$ cat src/rtl/rc_sched_pkg.sv
// Shared widths, coefficient field positions, scheduler states and the
// 16-bit saturation helper for the time-multiplexed RC filter.
package rc_sched_pkg;

   localparam int SAMPLE_W   = 16;
   localparam int COEF_W     = 18;
   localparam int ALPHA_W    = 16;
   localparam int BYPASS_BIT = 17;
   localparam int MODE_BIT   = 16;

   typedef enum logic [2:0] {
      ST_IDLE    = 3'd0,
      ST_LOAD    = 3'd1,
      ST_MULT    = 3'd2,
      ST_WRITE   = 3'd3,
      ST_PUBLISH = 3'd4
   } sched_state_t;

   // In range when the top three bits agree; otherwise clamp by sign.
   function automatic logic [15:0] sat16(input logic [17:0] v);
      logic [15:0] r;
      if ((v[17:15] == 3'b000) || (v[17:15] == 3'b111)) begin
         r = v[15:0];
      end else if (v[17]) begin
         r = 16'h8000;
      end else begin
         r = 16'h7fff;
      end
      return r;
   endfunction

endpackage

$ cat src/rtl/rc_filter_mac_stage.sv
// Shared filter datapath: registered (x - state) * alpha, then shift, add and
// saturate. Bypass is honoured only when RC_SCHED_BYPASS_EN is defined.
module rc_filter_mac_stage (
   input  logic        clk,
   input  logic        reset,
   input  logic        i_en,
   input  logic [15:0] i_x,
   input  logic [15:0] i_state,
   input  logic [15:0] i_alpha,
   input  logic        i_mode,
   input  logic        i_bypass,
   output logic [15:0] o_lp_next,
   output logic [15:0] o_result
);
   import rc_sched_pkg::*;

   logic signed [16:0] w_d;
   logic signed [16:0] w_a;
   logic signed [33:0] r_p;
   logic        [17:0] w_sum;
   logic        [17:0] w_hp;
   logic        [15:0] w_lp;

   assign w_d = {i_x[15], i_x} - {i_state[15], i_state};
   assign w_a = {1'b0, i_alpha};

   always_ff @(posedge clk) begin
      if (reset) begin
         r_p <= 34'sd0;
      end else if (i_en) begin
         r_p <= w_d * w_a;
      end else begin
         r_p <= r_p;
      end
   end

   // r_p[33:16] is the floor (arithmetic >>> 16) of the product.
   assign w_sum = {{2{i_state[15]}}, i_state} + r_p[33:16];
   assign w_lp  = sat16(w_sum);
   assign w_hp  = {{2{i_x[15]}}, i_x} - {{2{w_lp[15]}}, w_lp};

`ifdef RC_SCHED_BYPASS_EN
   always_comb begin
      o_lp_next = w_lp;
      o_result  = i_mode ? sat16(w_hp) : w_lp;
      if (i_bypass) begin
         o_lp_next = i_x;
         o_result  = i_x;
      end else begin
         o_lp_next = w_lp;
      end
   end
`else
   logic w_unused_bypass;
   assign w_unused_bypass = i_bypass;

   always_comb begin
      o_lp_next = w_lp;
      o_result  = i_mode ? sat16(w_hp) : w_lp;
   end
`endif

endmodule

$ cat src/rtl/rc_filter_scheduler.sv
// NUM_CH first-order RC filters sharing one MAC; outputs published together.
// Optional per-channel bypass under RC_SCHED_BYPASS_EN.
module rc_filter_scheduler #(
   parameter int          NUM_CH       = 4,
   parameter int          CLOCK_RATE   = 1000000,
   parameter int          SAMPLE_RATE  = 48000,
   parameter logic [17:0] DEFAULT_COEF = 18'h1_0800,
   localparam int         CH_W         = (NUM_CH > 1) ? $clog2(NUM_CH) : 1
) (
   input  logic                   clk,
   input  logic                   reset,
   input  logic                   audio_clk_en,
   input  logic [16*NUM_CH-1:0]   in_samples,
   output logic [16*NUM_CH-1:0]   out_samples,
   input  logic                   cfg_we,
   input  logic [CH_W-1:0]        cfg_addr,
   input  logic [17:0]            cfg_data,
   output logic                   busy,
   output logic                   done,
   output logic                   overrun
);
   import rc_sched_pkg::*;

   if ((NUM_CH < 1) || (NUM_CH > 8)) begin : g_bad_num_ch
      $error("rc_filter_scheduler: NUM_CH must be 1..8");
   end
   if ((3 * NUM_CH + 2) > (CLOCK_RATE / SAMPLE_RATE)) begin : g_bad_rate
      $error("rc_filter_scheduler: not enough clocks per sample for NUM_CH");
   end

   sched_state_t          r_fsm;
   sched_state_t          w_fsm_next;
   logic [CH_W-1:0]       r_ch;
   logic [15:0]           r_in_buf [NUM_CH];
   logic [15:0]           r_state  [NUM_CH];
   logic [15:0]           r_result [NUM_CH];
   logic [17:0]           r_coef   [NUM_CH];
   logic [15:0]           r_x;
   logic [15:0]           r_st;
   logic [15:0]           r_alpha;
   logic                  r_mode;
   logic                  r_bypass;
   logic [16*NUM_CH-1:0]  r_out;
   logic                  r_busy;
   logic                  r_done;
   logic                  r_overrun;
   logic                  w_last;
   logic [15:0]           w_lp_next;
   logic [15:0]           w_result;

   assign w_last = (r_ch == CH_W'(NUM_CH - 1));

   always_ff @(posedge clk) begin
      if (reset) begin
         r_fsm <= ST_IDLE;
      end else begin
         r_fsm <= w_fsm_next;
      end
   end

   always_comb begin
      w_fsm_next = r_fsm;
      case (r_fsm)
         ST_IDLE:    w_fsm_next = audio_clk_en ? ST_LOAD : ST_IDLE;
         ST_LOAD:    w_fsm_next = ST_MULT;
         ST_MULT:    w_fsm_next = ST_WRITE;
         ST_WRITE:   w_fsm_next = w_last ? ST_PUBLISH : ST_LOAD;
         ST_PUBLISH: w_fsm_next = ST_IDLE;
         default:    w_fsm_next = ST_IDLE;
      endcase
   end

   always_ff @(posedge clk) begin
      if (reset) begin
         r_ch      <= '0;
         r_x       <= 16'h0000;
         r_st      <= 16'h0000;
         r_alpha   <= 16'h0000;
         r_mode    <= 1'b0;
         r_bypass  <= 1'b0;
         r_out     <= '0;
         r_busy    <= 1'b0;
         r_done    <= 1'b0;
         r_overrun <= 1'b0;
         for (int k = 0; k < NUM_CH; k++) begin
            r_in_buf[k] <= 16'h0000;
            r_state[k]  <= 16'h0000;
            r_result[k] <= 16'h0000;
            r_coef[k]   <= DEFAULT_COEF;
         end
      end else begin
         case (r_fsm)
            ST_IDLE: begin
               if (audio_clk_en) begin
                  for (int k = 0; k < NUM_CH; k++) begin
                     r_in_buf[k] <= in_samples[16*k +: 16];
                  end
                  r_ch   <= '0;
                  r_busy <= 1'b1;
               end
            end
            ST_LOAD: begin
               r_x      <= r_in_buf[r_ch];
               r_st     <= r_state[r_ch];
               r_alpha  <= r_coef[r_ch][15:0];
               r_mode   <= r_coef[r_ch][MODE_BIT];
               r_bypass <= r_coef[r_ch][BYPASS_BIT];
            end
            ST_WRITE: begin
               r_state[r_ch]  <= w_lp_next;
               r_result[r_ch] <= w_result;
               if (!w_last) begin
                  r_ch <= r_ch + CH_W'(1);
               end
            end
            ST_PUBLISH: begin
               for (int k = 0; k < NUM_CH; k++) begin
                  r_out[16*k +: 16] <= r_result[k];
               end
               r_busy <= 1'b0;
            end
            default: begin
               r_busy <= 1'b0;
            end
         endcase
         r_done    <= (r_fsm == ST_PUBLISH);
         r_overrun <= r_overrun | (audio_clk_en && (r_fsm != ST_IDLE));
         // A write landing on the LOAD edge is seen by the next pass only.
         if (cfg_we && (32'(cfg_addr) < NUM_CH)) begin
            r_coef[cfg_addr] <= cfg_data;
         end
      end
   end

   rc_filter_mac_stage u_mac (
      .clk       (clk),
      .reset     (reset),
      .i_en      (r_fsm == ST_MULT),
      .i_x       (r_x),
      .i_state   (r_st),
      .i_alpha   (r_alpha),
      .i_mode    (r_mode),
      .i_bypass  (r_bypass),
      .o_lp_next (w_lp_next),
      .o_result  (w_result)
   );

   assign out_samples = r_out;
   assign busy        = r_busy;
   assign done        = r_done;
   assign overrun     = r_overrun;

endmodule

$ cat config.mk
export PLATFORM = sky130hd
export DESIGN_NAME = rc_filter_scheduler
export DESIGN_NICKNAME = d
export VERILOG_FILES = /design/src/rtl/rc_sched_pkg.sv /design/src/rtl/rc_filter_mac_stage.sv /design/src/rtl/rc_filter_scheduler.sv
export SDC_FILE = /design/constraint.sdc
export NUM_CORES = 1
export LEC_CHECK = 0
export CAP_MARGIN = 20
export CORE_AREA = 2 2 190 286
export DETAILED_ROUTE_END_ITERATION = 7
export DIE_AREA = 0 0 192 288
export PLACE_DENSITY_LB_ADDON = 0.25
export SLEW_MARGIN = 20
export SYNTH_ARGS = -nofsm -noshare
export SYNTH_HDL_FRONTEND = slang
export SYNTH_HIERARCHICAL = 1
export SYNTH_SLANG_ARGS = --single-unit
$ cat constraint.sdc
create_clock -name clk -period 11.1 [get_ports clk]
set_input_delay 1.665 -clock clk [delete_from_list [all_inputs] [get_ports clk]]
set_output_delay 1.665 -clock clk [all_outputs]
set_load 0.005 [all_outputs]
==> qor.yml, run 1 <==
globalplace.congestion: 0.8885
hpwl_mm: 51.57
dieArea_mm2: 0.05530
syn2layout_area_growth_pct: 11.65
grt_max_degree: 66
wire_per_inst_um: 20.14
required_ns: 11.55
finalWorstSetupSlack_ns: 1.620
final_max_slew_viol_count: 0
fin_crit_ns: 9.480
finalHoldViolations: 0
end_kind: "flip-flop"
syn_nets: 3150
holdBufCountCts: 0
irDropWorstVdd_mv: 0.1654
hp-class: "reg2reg"
grt_pass1_wl_mm: 111.3
critPathKind: "reg2reg"
drt-pass1-iter-count: 6
slew_headroom_pct: 22.86
syn_area_per_cell_um2: 10.78
critical_path.max_stage_delay_ns: 0.52
core_region_area_mm2: 0.05309
finalPower_mw: 7.510
whs_ns: 0.4577
fin_crit_sh_pct: 85.41
ios: 155
finalSetupViolCount: 0
cts_setup_buffers: 0
io_buffers: 153
rsz0062_at_grt: "false"
cts.clk_slew.worst_paths_ns: 0.07
grt_overflow: 0
final_common_cell: "inv_1"
final_cell_mix: "inv_1, and2_1, nand2_1"
grtUsageTotal_pct: 26.23
vias_per_cell: 5.541
drc: 0
arrival_ns: 9.93
p_per_area_mw_per_mm2: 235.5
worst_pin_slew_ns: 1.151
dieHeight_um: 288
crit_slowest_cell: "fa_1"
layout-drive-gt1-share_pct: 7.001
place_area_mm2: 0.03070
cap_violations: 0
yosys_warnings: 6
syn_area_mm2: 0.02856
worst-path-max-fanout: 16
htree_levels: 2
initial_core_util_pct: 53.79
clkLatencyLatePin_ns: 0.55
cts_num_sinks: 399
post_cts_resized: 0
start_kind: "flip-flop"
cts_buffers: 36
antenna_left: 0
instances_no_fill: 3461
vias: 19180
die_w_um: 192
cp_common_cell: "fa_1"
dp.cells: 3396
cts.path.max_buffers: 3
post-place-ws_ns: 1.674
skew_ns: 0.02278
fmax_ghz: 0.1055
synth_cells: 2650
cts-root-buf: "clkbuf_16"
cts_tree: "done"
drtIter0Drc: 1093
antenna_found_initial: 1
fin_setup_tns_ns: 0
p_leak_nw: 13.57
stdcell_area_mm2: 0.03188
fin_nets: 3245
rows: 104
routed_wl_mm: 69.70
final_util_pct: 60.05
grt_pass1_vias: 20970
status: "finished, final reports clean"
path summary, 6_finish.rpt:
kind | slack (ns) | from | to | cells after the start
max reg2reg | 1.62 | r_x[0]$_SDFFE_PP0N_ | u_mac/r_p[33]$_SDFFE_PP0P_ | 35
min | 0.46 | out_samples[22]$_SDFFE_PP0P_ | out_samples[22]$_SDFFE_PP0P_ | 2
max | 1.62 | r_x[0]$_SDFFE_PP0N_ | u_mac/r_p[33]$_SDFFE_PP0P_ | 35
min reg2reg | 0.46 | out_samples[22]$_SDFFE_PP0P_ | out_samples[22]$_SDFFE_PP0P_ | 2
worst max-delay path, delay by kind of cell, from the launching register on:
kind | cells | cell delay, ns
DFF | 1 | 0.31
adders and majority gates | 9 | 3.99
and+or+nand+nor | 5 | 1.03
buffers and inverters | 6 | 0.38
muxes | 1 | 0.13
xor gates and xnor gates | 1 | 0.34
AOI/OAI and AO/OA | 13 | 3.22
registers in the layout, indices dropped and copies added (netlist names):
name	count
busy	1
done	1
out_samples	64
overrun	1
r_alpha	16
r_ch	2
r_coef	68
r_fsm	3
r_in_buf	64
r_mode	1
r_result	64
r_st	16
r_state	64
r_x	16
u_mac/r_p	18
final cells by class:
| type | count | area [µm²] |
|---|---|---|
| Tap cell | 689 | 862.1 |
| Clock inverter | 15 | 170.2 |
| Antenna cell | 1 | 2.502 |
| Inverter | 392 | 1471 |
| Multi-Input combinational cell | 1735 | 16030 |
| Timing Repair Buffer | 181 | 1739 |
| Clock buffer | 49 | 1011 |
| Fill cell | 4416 | 21210 |
| Sequential cell | 399 | 10600 |
where the power goes:
part	switching [mW]	internal, mW	total (mW)
clock network	0.560	0.695	1.25
logic	2.75	1.70	4.45
registers	0.0918	1.71	1.81
total	3.40	4.10	7.51
per-layer routing:
layer  track usage, %  vias to the layer above  share of wire [%]
met4            13.91                        0                5.8
met5                0                        -                  0
li1                 -                     8792                  -
met1            28.73                     9595                 35
met2            49.27                      591                 55
met3            2.828                      198                4.3
Power figures use the tool's default switching activity.
==> inputs of run 2 (changes only) <==
--- a/config.mk
+++ b/config.mk
@@ -6,9 +6,9 @@
 export NUM_CORES = 1
 export LEC_CHECK = 0
 export CAP_MARGIN = 20
-export CORE_AREA = 2 2 190 286
+export CORE_AREA = 2 2 222 245
 export DETAILED_ROUTE_END_ITERATION = 7
-export DIE_AREA = 0 0 192 288
+export DIE_AREA = 0 0 224 247
 export PLACE_DENSITY_LB_ADDON = 0.25
 export SLEW_MARGIN = 20
 export SYNTH_ARGS = -nofsm -noshare
==> run 2 against run 1 <==
Die area about the same. Final cell count decreased by 0.12%. Core utilization increased by 0.14 points. Combinational power decreased by 3%. Wire length decreased by 5.3%. Clock skew increased by 0.0029 ns. First-iteration DRC count increased by 1.3%. Setup slack improved by 0.025 ns. Sequential power about the same. Register-to-register slack improved by 0.02 ns. Sequential share of layout area decreased by 0.092 points. Critical path type unchanged.
==> qor.yml, run 2 (synthesis results as in run 1) <==
fin_nets: 3244  # -0.031%
dieArea_mm2: 0.05533  # about the same
vias: 19090  # -0.44%
dieHeight_um: 247  # -14%
nFillCells: 4278  # -3.1%
ios: 155  # unchanged
holdBufCountCts: 0  # unchanged
crit_slowest_cell: "xnor2_2"
drtIter0Drc: 1107  # +1.3%
p_leak_nw: 13.62  # +0.36%
rsz0062_at_grt: "false"
place_area_mm2: 0.03066  # -0.13%
grtUsageTotal_pct: 24.81  # -1.4 points
worst-path-max-fanout: 16  # unchanged
cts.clk_slew.worst_paths_ns: 0.07  # about the same
cts.path.max_buffers: 3  # unchanged
hp-class: "reg2reg"
core_region_area_mm2: 0.05312  # about the same
grt_pass1_wl_mm: 107.3  # -3.6%
irDropWorstVdd_mv: 0.1673  # +1.1%
arrival_ns: 9.93  # about the same
fin_crit_ns: 9.455  # -0.02486 ns
drc: 0  # unchanged
grt_max_degree: 75  # +14%
antenna_left: 0  # unchanged
final_common_cell: "inv_1"
post_cts_resized: 0  # unchanged
status: "finished, final reports clean"
clkLatencyLatePin_ns: 0.56  # about the same
fin_crit_sh_pct: 85.18  # -0.22 points
largest-register: "r_coef"
cts-root-buf: "clkbuf_16"
htree_levels: 2  # unchanged
skew_ns: 0.02570  # +0.002917 ns
grt_pass1_vias: 20580  # -1.8%
grt_overflow: 0  # unchanged
fmax_ghz: 0.1058  # +0.26%
cts_tree: "done"
start_kind: "flip-flop"
final_max_slew_viol_count: 0  # unchanged
die_w_um: 224  # +17%
finalHoldViolations: 0  # unchanged
slew_headroom_pct: 22.42  # -0.44 points
drt-pass1-iter-count: 5  # -1
critical_path.max_stage_delay_ns: 0.88  # +0.36 ns
final-seq-area_mm2: 0.01060  # unchanged
rows: 89  # -14%
hpwl_mm: 46.94  # -9.0%
vias_per_cell: 5.522  # -0.33%
largest_reg_flops: 68  # unchanged
fin_setup_tns_ns: 0  # unchanged
required_ns: 11.57  # +0.02 ns
wire_per_inst_um: 19.09  # -5.2%
p_per_area_mw_per_mm2: 234.7  # -0.36%
worst_pin_slew_ns: 1.163  # +0.01125 ns
cts_setup_buffers: 0  # unchanged
end_kind: "flip-flop"
syn2layout_area_growth_pct: 11.96
critPathKind: "reg2reg"
cp_common_cell: "fa_1"
finalSetupViolCount: 0  # unchanged
initial_core_util_pct: 53.76  # about the same
io_buffers: 153  # unchanged
layout-drive-gt1-share_pct: 7.066  # +0.065 points
final_cell_mix: "inv_1, and2_1, nand2_1"
cap_violations: 0  # unchanged
finalWorstSetupSlack_ns: 1.645  # +0.02486 ns
antenna_found_initial: 1  # unchanged
stdcell_area_mm2: 0.03197  # +0.28%
cts_buffers: 38  # +5.6%
routed_wl_mm: 65.99  # -5.3%
multi_input_area_mm2: 0.01602  # about the same
globalplace.congestion: 0.8908  # +0.26%
post-place-ws_ns: 1.716  # +0.04218 ns
final_util_pct: 60.19  # +0.14 points
cts_num_sinks: 399  # unchanged
==> run 2: worst paths after layout <==
check,cells past startpoint,end,slack [ns],start
max,31,u_mac/r_p[33]$_SDFFE_PP0P_,1.64,r_x[1]$_SDFFE_PP0N_
min reg2reg,2,out_samples[33]$_SDFFE_PP0P_,0.46,out_samples[33]$_SDFFE_PP0P_
max reg2reg,31,u_mac/r_p[33]$_SDFFE_PP0P_,1.64,r_x[1]$_SDFFE_PP0N_
min,2,out_samples[33]$_SDFFE_PP0P_,0.46,out_samples[33]$_SDFFE_PP0P_
==> run 2: cell type report <==
cell class	instances	share of cell area, %
Multi-Input combinational cell	1735	50.10
Clock buffer	50	3.272
Timing Repair Buffer	178	5.420
Antenna cell	1	0.007827
Sequential cell	399	33.14
Clock inverter	20	0.7866
Tap cell	682	2.669
Inverter	392	4.602
==> run 2: critical path: cells and delay by family (launching register included) <==
kind                       cells  cell delay [ns]
adders and majority gates      8             3.54
AOI/OAI and AO/OA             14             3.14
and+or+nand+nor                4             0.88
xor gates and xnor gates       1             0.88
DFF                            1             0.64
buffers and inverters          3             0.15
muxes                          1             0.13
==> run 2: per-layer routing <==
| layer | share of wire [%] | track usage [%] |
|---|---|---|
| met5 | 0 | 0 |
| met4 | 3.0 | 8.569 |
| met3 | 5.3 | 3.030 |
| met2 | 50 | 43.59 |
| met1 | 41 | 31.85 |
==> run 2: report_power, final <==
group	switching [mW]	total, mW	internal [mW]
Combinational	2.63	4.32	1.69
Clock	0.584	1.36	0.771
Sequential	0.112	1.83	1.71
Total	3.33	7.50	4.18
==> run 2: metrics by stage <==
step                std cells  power [mW]  hold slack [ns]
floorplan                2650       4.968           0.4459
CTS                      3455       7.493           0.4594
finish                   3457       7.504           0.4584
global placement         3384       5.988           0.4462
global route             3456       8.103           0.4892
detailed placement       3385       6.112           0.4495
==> inputs of run 3 (changes only) <==
--- a/config.mk
+++ b/config.mk
@@ -7,6 +7,7 @@
 export LEC_CHECK = 0
 export CAP_MARGIN = 20
 export CORE_AREA = 2 2 222 245
+export CTS_CLUSTER_SIZE = 25
 export DETAILED_ROUTE_END_ITERATION = 7
 export DIE_AREA = 0 0 224 247
 export PLACE_DENSITY_LB_ADDON = 0.25
==> run 3 against run 2 <==
Highest routed layer unchanged. Via count is 0.18% lower. Fmax is 0.13% higher. Largest cell class unchanged. Hold slack hardly changed.
==> qor.yml, run 3 (synthesis results as in run 1) <==
status: "finished, final reports clean"
cts_buffers: 38  # unchanged
required_ns: 11.57  # about the same
cts_setup_buffers: 0  # unchanged
vias: 19060  # -0.18%
swShare_pct: 44.31  # about the same
dieArea_mm2: 0.05533  # unchanged
final_max_slew_viol_count: 0  # unchanged
rows: 89  # unchanged
cts-root-buf: "clkbuf_16"
final_util_pct: 60.19  # unchanged
cts_num_sinks: 399  # unchanged
start_kind: "flip-flop"
cap_violations: 0  # unchanged
grtUsageTotal_pct: 24.81  # unchanged
drc: 0  # unchanged
fin_setup_tns_ns: 0  # unchanged
vias_per_cell: 5.513  # -0.18%
p_int_mw: 4.178  # about the same
grt_max_degree: 75  # unchanged
htree_levels: 2  # unchanged
cts_tree: "done"
finalSetupViolCount: 0  # unchanged
multi_input_area_mm2: 0.01602  # unchanged
drt-pass1-iter-count: 6  # +1
arrival_ns: 9.91  # -0.02 ns
grt_pass1_vias: 20580  # unchanged
finalPower_mw: 7.501  # about the same
grt_pass1_wl_mm: 107.3  # unchanged
dp.cells: 3385  # unchanged
critPathBufInv: 3  # unchanged
globalplace.congestion: 0.8908  # unchanged
end_kind: "flip-flop"
critical_path.max_stage_delay_ns: 0.88  # about the same
slew_headroom_pct: 20.29  # -2.1 points
p_sw_mw: 3.324  # about the same
nFillCells: 4278  # unchanged
final-seq-area_mm2: 0.01060  # unchanged
crit_slowest_cell: "xnor2_2"
antenna_found_initial: 1  # unchanged
whs_ns: 0.4580  # -0.0004650 ns
cts.path.max_buffers: 3  # unchanged
clkLatencyLatePin_ns: 0.56  # about the same
fin_crit_sh_pct: 85.07  # -0.11 points
initial_core_util_pct: 53.76  # unchanged
cp_common_cell: "fa_1"
worst-path-max-fanout: 16  # unchanged
ios: 155  # unchanged
finalHoldViolations: 0  # unchanged
instances_no_fill: 3457  # unchanged
hpwl_mm: 46.94  # unchanged
skew_ns: 0.02577  # +0.00007310 ns
fin_crit_ns: 9.443  # -0.01251 ns
rsz0062_at_grt: "false"
largest_reg_flops: 68  # unchanged
routed_wl_mm: 65.97  # about the same
final_cell_mix: "inv_1, and2_1, nand2_1"
largest-register: "r_coef"
layout-drive-gt1-share_pct: 7.066  # unchanged
hp-class: "reg2reg"
drtIter0Drc: 1113  # +0.54%
worst_pin_slew_ns: 1.195  # +0.03197 ns
dieHeight_um: 247  # unchanged
grt_overflow: 0  # unchanged
syn2layout_area_growth_pct: 11.96  # unchanged
p_clk_share_pct: 18.1  # about the same
holdBufCountCts: 0  # unchanged
critical-path-top-delay-family: "adder cells"
p_per_area_mw_per_mm2: 234.6  # about the same
pwr-share-comb_pct: 57.6  # about the same
irDropWorstVdd_mv: 0.1675  # +0.12%
critPathKind: "reg2reg"
p_leak_nw: 13.62  # unchanged
core_region_area_mm2: 0.05312  # unchanged
wire_per_inst_um: 19.08  # about the same
antenna_left: 0  # unchanged
die_w_um: 224  # unchanged
post_cts_resized: 0  # unchanged
fin_nets: 3244  # unchanged
cts.clk_slew.worst_paths_ns: 0.07  # about the same
seq_power_share_pct: 24.4  # about the same
final_common_cell: "inv_1"
fmax_ghz: 0.1059  # +0.13%
io_buffers: 153  # unchanged
==> run 3: cell counts in the layout (fill, tap and decap cells not counted) <==
No cell type changed its count.
==> run 3: final timing paths <==
kind,startpoint,to,cells past startpoint,slack [ns]
worst max register to register,r_x[1]$_SDFFE_PP0N_,u_mac/r_p[33]$_SDFFE_PP0P_,31,1.66
worst min register to register,out_samples[33]$_SDFFE_PP0P_,out_samples[33]$_SDFFE_PP0P_,2,0.46
worst max-delay path,r_x[1]$_SDFFE_PP0N_,u_mac/r_p[33]$_SDFFE_PP0P_,31,1.66
worst min-delay path,out_samples[33]$_SDFFE_PP0P_,out_samples[33]$_SDFFE_PP0P_,2,0.46
==> run 3: area by class of cell <==
cell class              instances  area share, %
diodes                          1       0.007827
flip-flops and latches        399          33.14
clock buffers                  50          3.272
inverters                     392          4.602
well taps                     682          2.669
multi-input cells            1735          50.10
clock inverters                20         0.7866
repair buffers                178          5.420
==> run 3: tightest hold or removal path, cell delays in order (launching register included) <==
cell	delay [ns]
dfxtp_1	0.31
nand2_1	0.05
a21oi_1	0.05
==> run 3: through the flow <==
stage               instance area, µm²  worst slack [ns]
CTS                              31960             1.677
detailed placement               30660             1.716
finish                           31970             1.657
global placement                 30640             1.896
global route                     31970             1.167
floorplan                        28560             3.047
==> run 3: power by group through the flow <==
stage,combinational [mW],clock [mW],sequential (mW)
after floorplan,3.18,0,1.79
after global placement,4.14,0,1.85
after detailed placement,4.25,0,1.86
after CTS,4.29,1.38,1.83
after global routing,4.83,1.43,1.84
final,4.32,1.36,1.83
==> run 3: per-layer routing <==
layer / part of all wire, % / vias up / global-route usage [%]
li1: - / 8799 / -
met1: 42 / 9606 / 31.85
met2: 50 / 535 / 43.59
met3: 5.2 / 117 / 3.030
met4: 3.0 / 0 / 8.569
met5: 0 / - / 0
